File: src/rtl/sram_ctrl_pkg.sv
// Shared types and default geometry for the SRAM port arbiter.
// The default geometry matches the 2K x (64+1) macro.
package sram_ctrl_pkg;

    typedef enum logic {
        ST_INIT,
        ST_RUN
    } state_t;

    localparam int SRAM_ADDR_W     = 11;
    localparam int SRAM_DATA_W     = 65;
    localparam int SRAM_NUM_WMASKS = 8;

    // Request payload for the default macro geometry.
    typedef struct packed {
        logic                       we;
        logic [SRAM_ADDR_W-1:0]     addr;
        logic [SRAM_DATA_W-1:0]     wdata;
        logic [SRAM_NUM_WMASKS-1:0] wmask;
        logic                       spare_wen;
    } sram_req_t;

endpackage

File: src/rtl/rr_arbiter.sv
// Round-robin arbiter: grants the first requester at or after ptr, wrapping modulo N.
module rr_arbiter #(
    parameter int N = 2,
    localparam int IDX_W = (N > 1) ? $clog2(N) : 1
) (
    input  logic [N-1:0]     req,
    input  logic [IDX_W-1:0] ptr,
    output logic [N-1:0]     gnt,
    output logic [IDX_W-1:0] gnt_idx,
    output logic             gnt_valid
);

    int unsigned      cand;
    logic [IDX_W-1:0] cand_idx;

    always_comb begin
        gnt       = '0;
        gnt_idx   = '0;
        gnt_valid = 1'b0;
        cand      = 0;
        cand_idx  = '0;
        for (int k = 0; k < N; k++) begin
            cand     = (int'(ptr) + k) % N;
            cand_idx = IDX_W'(cand);
            if (!gnt_valid && req[cand_idx]) begin
                gnt_valid     = 1'b1;
                gnt_idx       = cand_idx;
                gnt[cand_idx] = 1'b1;
            end
        end
    end

endmodule

File: src/rtl/sram_port_arbiter.sv
// Shares one 1RW SRAM macro between NUM_REQ requesters with round-robin grants,
// optional zero-fill after reset and a two-stage read-tag pipe.
module sram_port_arbiter
    import sram_ctrl_pkg::*;
#(
    parameter int NUM_REQ    = 2,
    parameter int ADDR_W     = SRAM_ADDR_W,
    parameter int DATA_W     = SRAM_DATA_W,
    parameter int NUM_WMASKS = SRAM_NUM_WMASKS,
    parameter int INIT_ZERO  = 1
) (
    input  logic                          clk,
    input  logic                          rst_n,
    input  logic [NUM_REQ-1:0]            req_valid,
    output logic [NUM_REQ-1:0]            req_ready,
    input  logic [NUM_REQ-1:0]            req_we,
    input  logic [NUM_REQ*ADDR_W-1:0]     req_addr,
    input  logic [NUM_REQ*DATA_W-1:0]     req_wdata,
    input  logic [NUM_REQ*NUM_WMASKS-1:0] req_wmask,
    input  logic [NUM_REQ-1:0]            req_spare_wen,
    output logic [NUM_REQ-1:0]            rsp_valid,
    output logic [DATA_W-1:0]             rsp_rdata,
    output logic                          init_done,
    output logic                          sram_csb0,
    output logic                          sram_web0,
    output logic [NUM_WMASKS-1:0]         sram_wmask0,
    output logic                          sram_spare_wen0,
    output logic [ADDR_W-1:0]             sram_addr0,
    output logic [DATA_W-1:0]             sram_din0,
    input  logic [DATA_W-1:0]             sram_dout0
);

    localparam int IDX_W = $clog2(NUM_REQ);
    localparam state_t RESET_STATE = (INIT_ZERO != 0) ? ST_INIT : ST_RUN;

    typedef struct packed {
        logic                  we;
        logic [ADDR_W-1:0]     addr;
        logic [DATA_W-1:0]     wdata;
        logic [NUM_WMASKS-1:0] wmask;
        logic                  spare_wen;
    } req_t;

    state_t             state_q, state_d;
    logic [ADDR_W-1:0]  init_cnt_q, init_cnt_d;
    logic [IDX_W-1:0]   ptr_q, ptr_d;
    logic               tag1_valid_q, tag1_valid_d;
    logic [IDX_W-1:0]   tag1_idx_q, tag1_idx_d;
    logic               tag2_valid_q, tag2_valid_d;
    logic [IDX_W-1:0]   tag2_idx_q, tag2_idx_d;
    logic [DATA_W-1:0]  rdata_q, rdata_d;

    req_t               reqs [NUM_REQ];
    req_t               sel;
    logic [NUM_REQ-1:0] arb_req;
    logic [NUM_REQ-1:0] gnt;
    logic [IDX_W-1:0]   gnt_idx;
    logic               gnt_valid;

    generate
        for (genvar gi = 0; gi < NUM_REQ; gi++) begin : g_unpack
            assign reqs[gi] = '{
                we:        req_we[gi],
                addr:      req_addr[gi*ADDR_W +: ADDR_W],
                wdata:     req_wdata[gi*DATA_W +: DATA_W],
                wmask:     req_wmask[gi*NUM_WMASKS +: NUM_WMASKS],
                spare_wen: req_spare_wen[gi]
            };
            assign rsp_valid[gi] = tag2_valid_q && (tag2_idx_q == IDX_W'(gi));
        end
    endgenerate

    // rst_n gates the combinational paths so the macro is deselected the moment reset asserts.
    assign arb_req = (rst_n && state_q == ST_RUN) ? req_valid : '0;

    rr_arbiter #(.N(NUM_REQ)) u_arb (
        .req       (arb_req),
        .ptr       (ptr_q),
        .gnt       (gnt),
        .gnt_idx   (gnt_idx),
        .gnt_valid (gnt_valid)
    );

    assign sel       = reqs[gnt_idx];
    assign req_ready = gnt;
    assign rsp_rdata = rdata_q;
    assign init_done = (state_q == ST_RUN);

    always_comb begin
        state_d         = state_q;
        init_cnt_d      = init_cnt_q;
        ptr_d           = ptr_q;
        sram_csb0       = 1'b1;
        sram_web0       = 1'b1;
        sram_wmask0     = '0;
        sram_spare_wen0 = 1'b0;
        sram_addr0      = '0;
        sram_din0       = '0;
        if (rst_n) begin
            case (state_q)
                ST_INIT: begin
                    sram_csb0       = 1'b0;
                    sram_web0       = 1'b0;
                    sram_wmask0     = '1;
                    sram_spare_wen0 = 1'b1;
                    sram_addr0      = init_cnt_q;
                    init_cnt_d      = init_cnt_q + 1'b1;
                    if (&init_cnt_q) begin
                        state_d = ST_RUN;
                    end
                end
                ST_RUN: begin
                    if (gnt_valid) begin
                        sram_csb0  = 1'b0;
                        sram_addr0 = sel.addr;
                        ptr_d      = (int'(gnt_idx) == NUM_REQ - 1) ? '0 : gnt_idx + 1'b1;
                        if (sel.we) begin
                            sram_web0       = 1'b0;
                            sram_wmask0     = sel.wmask;
                            sram_spare_wen0 = sel.spare_wen;
                            sram_din0       = sel.wdata;
                        end
                    end
                end
                default: state_d = RESET_STATE;
            endcase
        end
    end

    // Read tag follows the access: grant -> macro data cycle -> response cycle.
    always_comb begin
        tag1_valid_d = gnt_valid && !sel.we;
        tag1_idx_d   = gnt_idx;
        tag2_valid_d = tag1_valid_q;
        tag2_idx_d   = tag1_idx_q;
        rdata_d      = tag1_valid_q ? sram_dout0 : rdata_q;
    end

    always_ff @(posedge clk or negedge rst_n) begin
        if (!rst_n) begin
            state_q      <= RESET_STATE;
            init_cnt_q   <= '0;
            ptr_q        <= '0;
            tag1_valid_q <= 1'b0;
            tag1_idx_q   <= '0;
            tag2_valid_q <= 1'b0;
            tag2_idx_q   <= '0;
            rdata_q      <= '0;
        end else begin
            state_q      <= state_d;
            init_cnt_q   <= init_cnt_d;
            ptr_q        <= ptr_d;
            tag1_valid_q <= tag1_valid_d;
            tag1_idx_q   <= tag1_idx_d;
            tag2_valid_q <= tag2_valid_d;
            tag2_idx_q   <= tag2_idx_d;
            rdata_q      <= rdata_d;
        end
    end

endmodule

File: config.mk
export PLATFORM = sky130hd
export DESIGN_NAME = sram_port_arbiter
export DESIGN_NICKNAME = d
export VERILOG_FILES = /design/src/rtl/sram_ctrl_pkg.sv /design/src/rtl/rr_arbiter.sv /design/src/rtl/sram_port_arbiter.sv
export SDC_FILE = /design/constraint.sdc
export NUM_CORES = 1
export LEC_CHECK = 0
export CAP_MARGIN = 0
export CORE_AREA = 2 2 155 157
export DETAILED_ROUTE_END_ITERATION = 16
export DIE_AREA = 0 0 157 159
export SLEW_MARGIN = 10
export SYNTH_ARGS = -nofsm -noshare
export SYNTH_HDL_FRONTEND = slang
export SYNTH_SLANG_ARGS = --single-unit
File: constraint.sdc
create_clock -name clk -period 5.2 [get_ports clk]
set_input_delay 1.56 -clock clk [delete_from_list [all_inputs] [get_ports clk]]
set_output_delay 1.56 -clock clk [all_outputs]
set_load 0.05 [all_outputs]
==> results.md <==
Floorplan:
- The area enclosed by the die boundary is 25000 um^2.
- The initial cell density of the core is 0.203.
- The total I/O pin count is 398.
- The floorplan die height is 159 um.
- The row count is 56.
- The floorplan step defined a core boundary enclosing 23200 um^2.
- The die span in x is 157 um.

Route:
- The DRC violations left is 0.
- In this run, the number of DRC markers left after iteration 0 of detailed routing was 208.
- After detailed routing, the total wire length is 20.0 mm.
- The first detailed-routing pass took 4 iterations.
- The post-detailed-route wirelength per cell is about 17 um.
- The post-route antenna net violation count is 0.
- Across all layers, the routed design uses between 4000 and 5000 vias.
- Using the TritonRoute via totals, the vias-per-cell ratio works out to 4.12.

Power:
- The maximum VDD drop is ~0.13 mV.
- The internal power of the cells totals 1.32 mW.
- The proportion of power drawn by flip-flops and latches is 0.385.
- For this design the ratio of total power to cell area is approximately 200 nW/um^2.
- For this design the total switching power over the nets is 505 uW.
- The combinational power share is 0.252.
- The share of total power dissipated in the clock network is 0.364.
- The analysis attributes to cell leakage a power of 4.10 nW.
- The net switching share of the total power is 0.277.
- The overall power of the completed layout is 1.82 mW.

Timing:
- Between clock sinks in the finished design, the worst skew comes to 0.00730 ns.
- After routing, the total negative slack on setup checks comes to 0 ns.
- The count of final max-slew check failures is 0.
- The final number of hold-violating endpoints was 0.
- The final worst hold slack is about 0.39 ns.
- The minimum clock period is just under 5 ns.
- Derived from the worst setup path, the maximum achievable clock frequency is 201 MHz.
- The worst max-slew margin expressed relative to the limit is 0.408.
- In the finished design, the share of the clock period the worst path needs comes to 0.957.
- Setup repair after global routing left no endpoint under its margin.
- The transition time of the tightest slew-check pin is between 0.8 and 0.9 ns.
- The setup-violating endpoint count in the final report is 0.

Setup path:
- The category of the most critical setup path is primary input to primary output.
- The worst setup path is launched from a primary input.
- The path depth of the worst reg2reg path is 6.
- STA puts the critical path data required time at 3.64 ns.
- Walking the worst path, the cells encountered are clkdlybuf4s50_1, nand2b_4, a21o_1, a21o_4, buf_12, a21oi_2, buf_4.
- The largest stage delay on the critical path is 0.59 ns.
- The slowest stage of the critical path is the sky130_fd_sc_hd__clkdlybuf4s50_1 cell.
- The maximum net fanout on the critical path is 31.
- The worst setup path is captured at a primary output.
- The data arrival time of the critical path is 3.41 ns.

Clock network:
- The CTS sink count is just over 80.
- The number of buffers on the longest clock path is 2.
- The clock transition at the register clock pins on the worst setup and hold paths after CTS is roughly 0.06 ns.
- The total clock buffers created by CTS is 9.
- TritonCTS built the clock tree.
- The number of hold buffers added after CTS was 0.
- The clock tree synthesis step divided the H-tree into 3 levels.
- The post-CTS resize count is 0.
- Clock tree synthesis selected as its root buffer the cell sky130_fd_sc_hd__clkbuf_16.
- The number of setup buffers added after CTS is 0.
- The insertion delay of the later-clocked pin in the worst-skew pair is 0.34 ns.

Yosys:
- For this run, the number of Yosys warnings is 0.
- The synthesized netlist cell count is 494.
- The flip-flop cell with the highest count after synthesis is sky130_fd_sc_hd__dfrtp_1.
- Of all flip-flops after synthesis, the portion carrying an async set or reset was 1.00.
- Counting flops with a built-in enable in the synthesized netlist gives 0.
- In this run, distinct cell masters in the synthesized netlist total 33.
- The net count after synthesis is around 740.
- The cell area that synthesis handed to floorplanning was ~4700 um^2.
- The register bit total from synthesis is 82.
- The mean cell area of the mapped netlist is 9.53 um^2.
- The sequential fraction of the synthesis area is 0.436.

Finish:
- The final layout contains approximately 1100 nets.
- From synthesis to final layout, the design area changed by 97.6%.
- Of the cells placed in the final design, the portion with a size suffix greater than 1 is 0.282.
- The layout has 2301 filler cells.
- The number of antenna diodes is 0.
- At the end of the flow the core is filled with cells to 0.401.

Hold path:
- The cell depth of the worst min-delay path is 0.
- In this run the worst hold path is classified as flop to flop.

Global route:
- The via count of the first global-routing pass is 5006.
- The first global-routing pass estimated 29.9 mm of wire.
- For this run, the total global-route usage over all layers was measured as 0.156.
- The number of antenna violations at the first check in global routing is 0.
- Global routing finished with a remaining overflow of 0.
- The largest net degree at the start of global routing is 68.

Placement:
- The detailed placer's ending HPWL is 16.1 mm.
- Input and output buffers added on the ports amount to just under 400.
- The placer congestion estimate is roughly 0.9.

Status:
- The flow ran to the end, and the final reports show no timing, DRC or antenna violations.

Flow run:
- Max-cap violations in this run came to 0.
[routing by layer]
metal,global-route usage,routed length (um),up-vias,share of wire
li1,-,-,2443,-
met1,0.199,8610,2350,0.43
met2,0.266,10100,163,0.50
met3,0.0321,1010,18,0.051
met4,0.0392,291,0,0.015
met5,0,0,-,0
[cell usage after synthesis (3+ instances only)]
cell type	number	area [um^2]
sky130_fd_sc_hd__a21oi_2	51	447
sky130_fd_sc_hd__dfrtp_1	82	2050
sky130_fd_sc_hd__and3_1	4	25.0
sky130_fd_sc_hd__a21oi_1	16	80.1
sky130_fd_sc_hd__nand4_1	4	25.0
sky130_fd_sc_hd__a31oi_1	10	62.6
sky130_fd_sc_hd__o21ai_0	10	50.1
sky130_fd_sc_hd__nand2_1	163	612
sky130_fd_sc_hd__clkbuf_1	12	45.0
sky130_fd_sc_hd__buf_6	6	67.6
sky130_fd_sc_hd__mux2i_1	11	110
sky130_fd_sc_hd__nand3_1	5	25.0
sky130_fd_sc_hd__xor2_1	4	35.0
sky130_fd_sc_hd__nor2b_1	3	18.8
sky130_fd_sc_hd__xnor2_1	6	52.6
sky130_fd_sc_hd__buf_2	17	85.1
sky130_fd_sc_hd__mux2_2	66	743
sky130_fd_sc_hd__nor2_1	5	18.8
[power by group through the flow]
stage,registers (mW),clock network [mW],logic (mW)
2_1_floorplan,0.696,0,0.190
3_3_place_gp,0.712,0,0.462
3_5_place_dp,0.713,0,0.463
4_1_cts,0.701,0.693,0.465
5_1_grt,0.706,0.715,0.493
6_report,0.701,0.663,0.459
[registers in the layout, indices dropped and copies added, names as in the netlist]
register      cells
rsp_rdata        65
init_cnt_q       11
init_done         1
ptr_q             1
tag1_idx_q        1
tag1_valid_q      1
tag2_idx_q        1
tag2_valid_q      1
[logic make-up after synthesis]
kind of cell | count (synthesis) | synth area share
AND/OR/NAND/NOR | 191 | 0.166
AO/OA/AOI/OAI | 94 | 0.149
flip-flops | 82 | 0.436
multiplexers | 77 | 0.181
buffers and inverters | 39 | 0.0468
XOR/XNOR | 10 | 0.0186
adder cells (fa/ha/maj) | 1 | 0.00266
[worst max-delay path: cells and delay by family]
family,cells,cell delay (ns)
compound gates,3,0.67
buf+inv,3,1.03
simple gates,1,0.10
[per-stage QoR]
step	worst slack, ns	cells	instance area (um^2)
after floorplan	0.422	494	4710
after global placement	0.292	1192	8990
after detailed placement	0.243	1192	8990
after CTS	0.246	1208	9300
after global routing	0.119	1208	9300
final	0.225	1208	9300
[placed cells by master, fill, tap and decap left out, types with 2 or more instances in the layout]
cell type	n
sky130_fd_sc_hd__nand2_1	162
sky130_fd_sc_hd__buf_4	94
sky130_fd_sc_hd__mux2_2	66
sky130_fd_sc_hd__xnor2_1	6
sky130_fd_sc_hd__and3_1	4
sky130_fd_sc_hd__buf_12	15
sky130_fd_sc_hd__nand4_1	4
sky130_fd_sc_hd__clkbuf_16	9
sky130_fd_sc_hd__nor2_1	5
sky130_fd_sc_hd__a21oi_2	51
sky130_fd_sc_hd__a31oi_1	10
sky130_fd_sc_hd__o21ai_0	10
sky130_fd_sc_hd__nand3_1	5
sky130_fd_sc_hd__nor2b_1	2
sky130_fd_sc_hd__a21oi_1	16
sky130_fd_sc_hd__clkdlybuf4s50_1	307
sky130_fd_sc_hd__dfrtp_1	81
sky130_fd_sc_hd__clkbuf_8	2
sky130_fd_sc_hd__mux2i_1	11
sky130_fd_sc_hd__inv_1	2
sky130_fd_sc_hd__xor2_1	4
[final timing paths]
path / start / end / slack (ns)
max in group asynchronous: rst_n / rsp_rdata[60]$_DFFE_PN0P_ / 3.07
setup reg to reg: init_done$_DFFE_PN0P_ / init_cnt_q[9]$_DFFE_PN0P_ / 3.47
min in group asynchronous: rst_n / ptr_q$_DFFE_PN0P_ / 1.05
hold / removal: tag1_idx_q$_DFF_PN0_ / tag2_idx_q$_DFF_PN0_ / 0.39
hold reg to reg: tag1_idx_q$_DFF_PN0_ / tag2_idx_q$_DFF_PN0_ / 0.39
setup / recovery: req_valid[0] / sram_din0[53] / 0.23
[layout make-up]
type                       instances  area [um^2]  share of cell area
sequential                        82         2050               0.221
clock buffer                      11          253              0.0272
multi-input combinational        373         2450               0.263
timing repair buffer             416         4080               0.439
inverter                           2         7.51            0.000807
tap                              319          399              0.0429
clock inverter                     5         60.1             0.00646
Note: power is estimated with default switching activity, not from simulation.
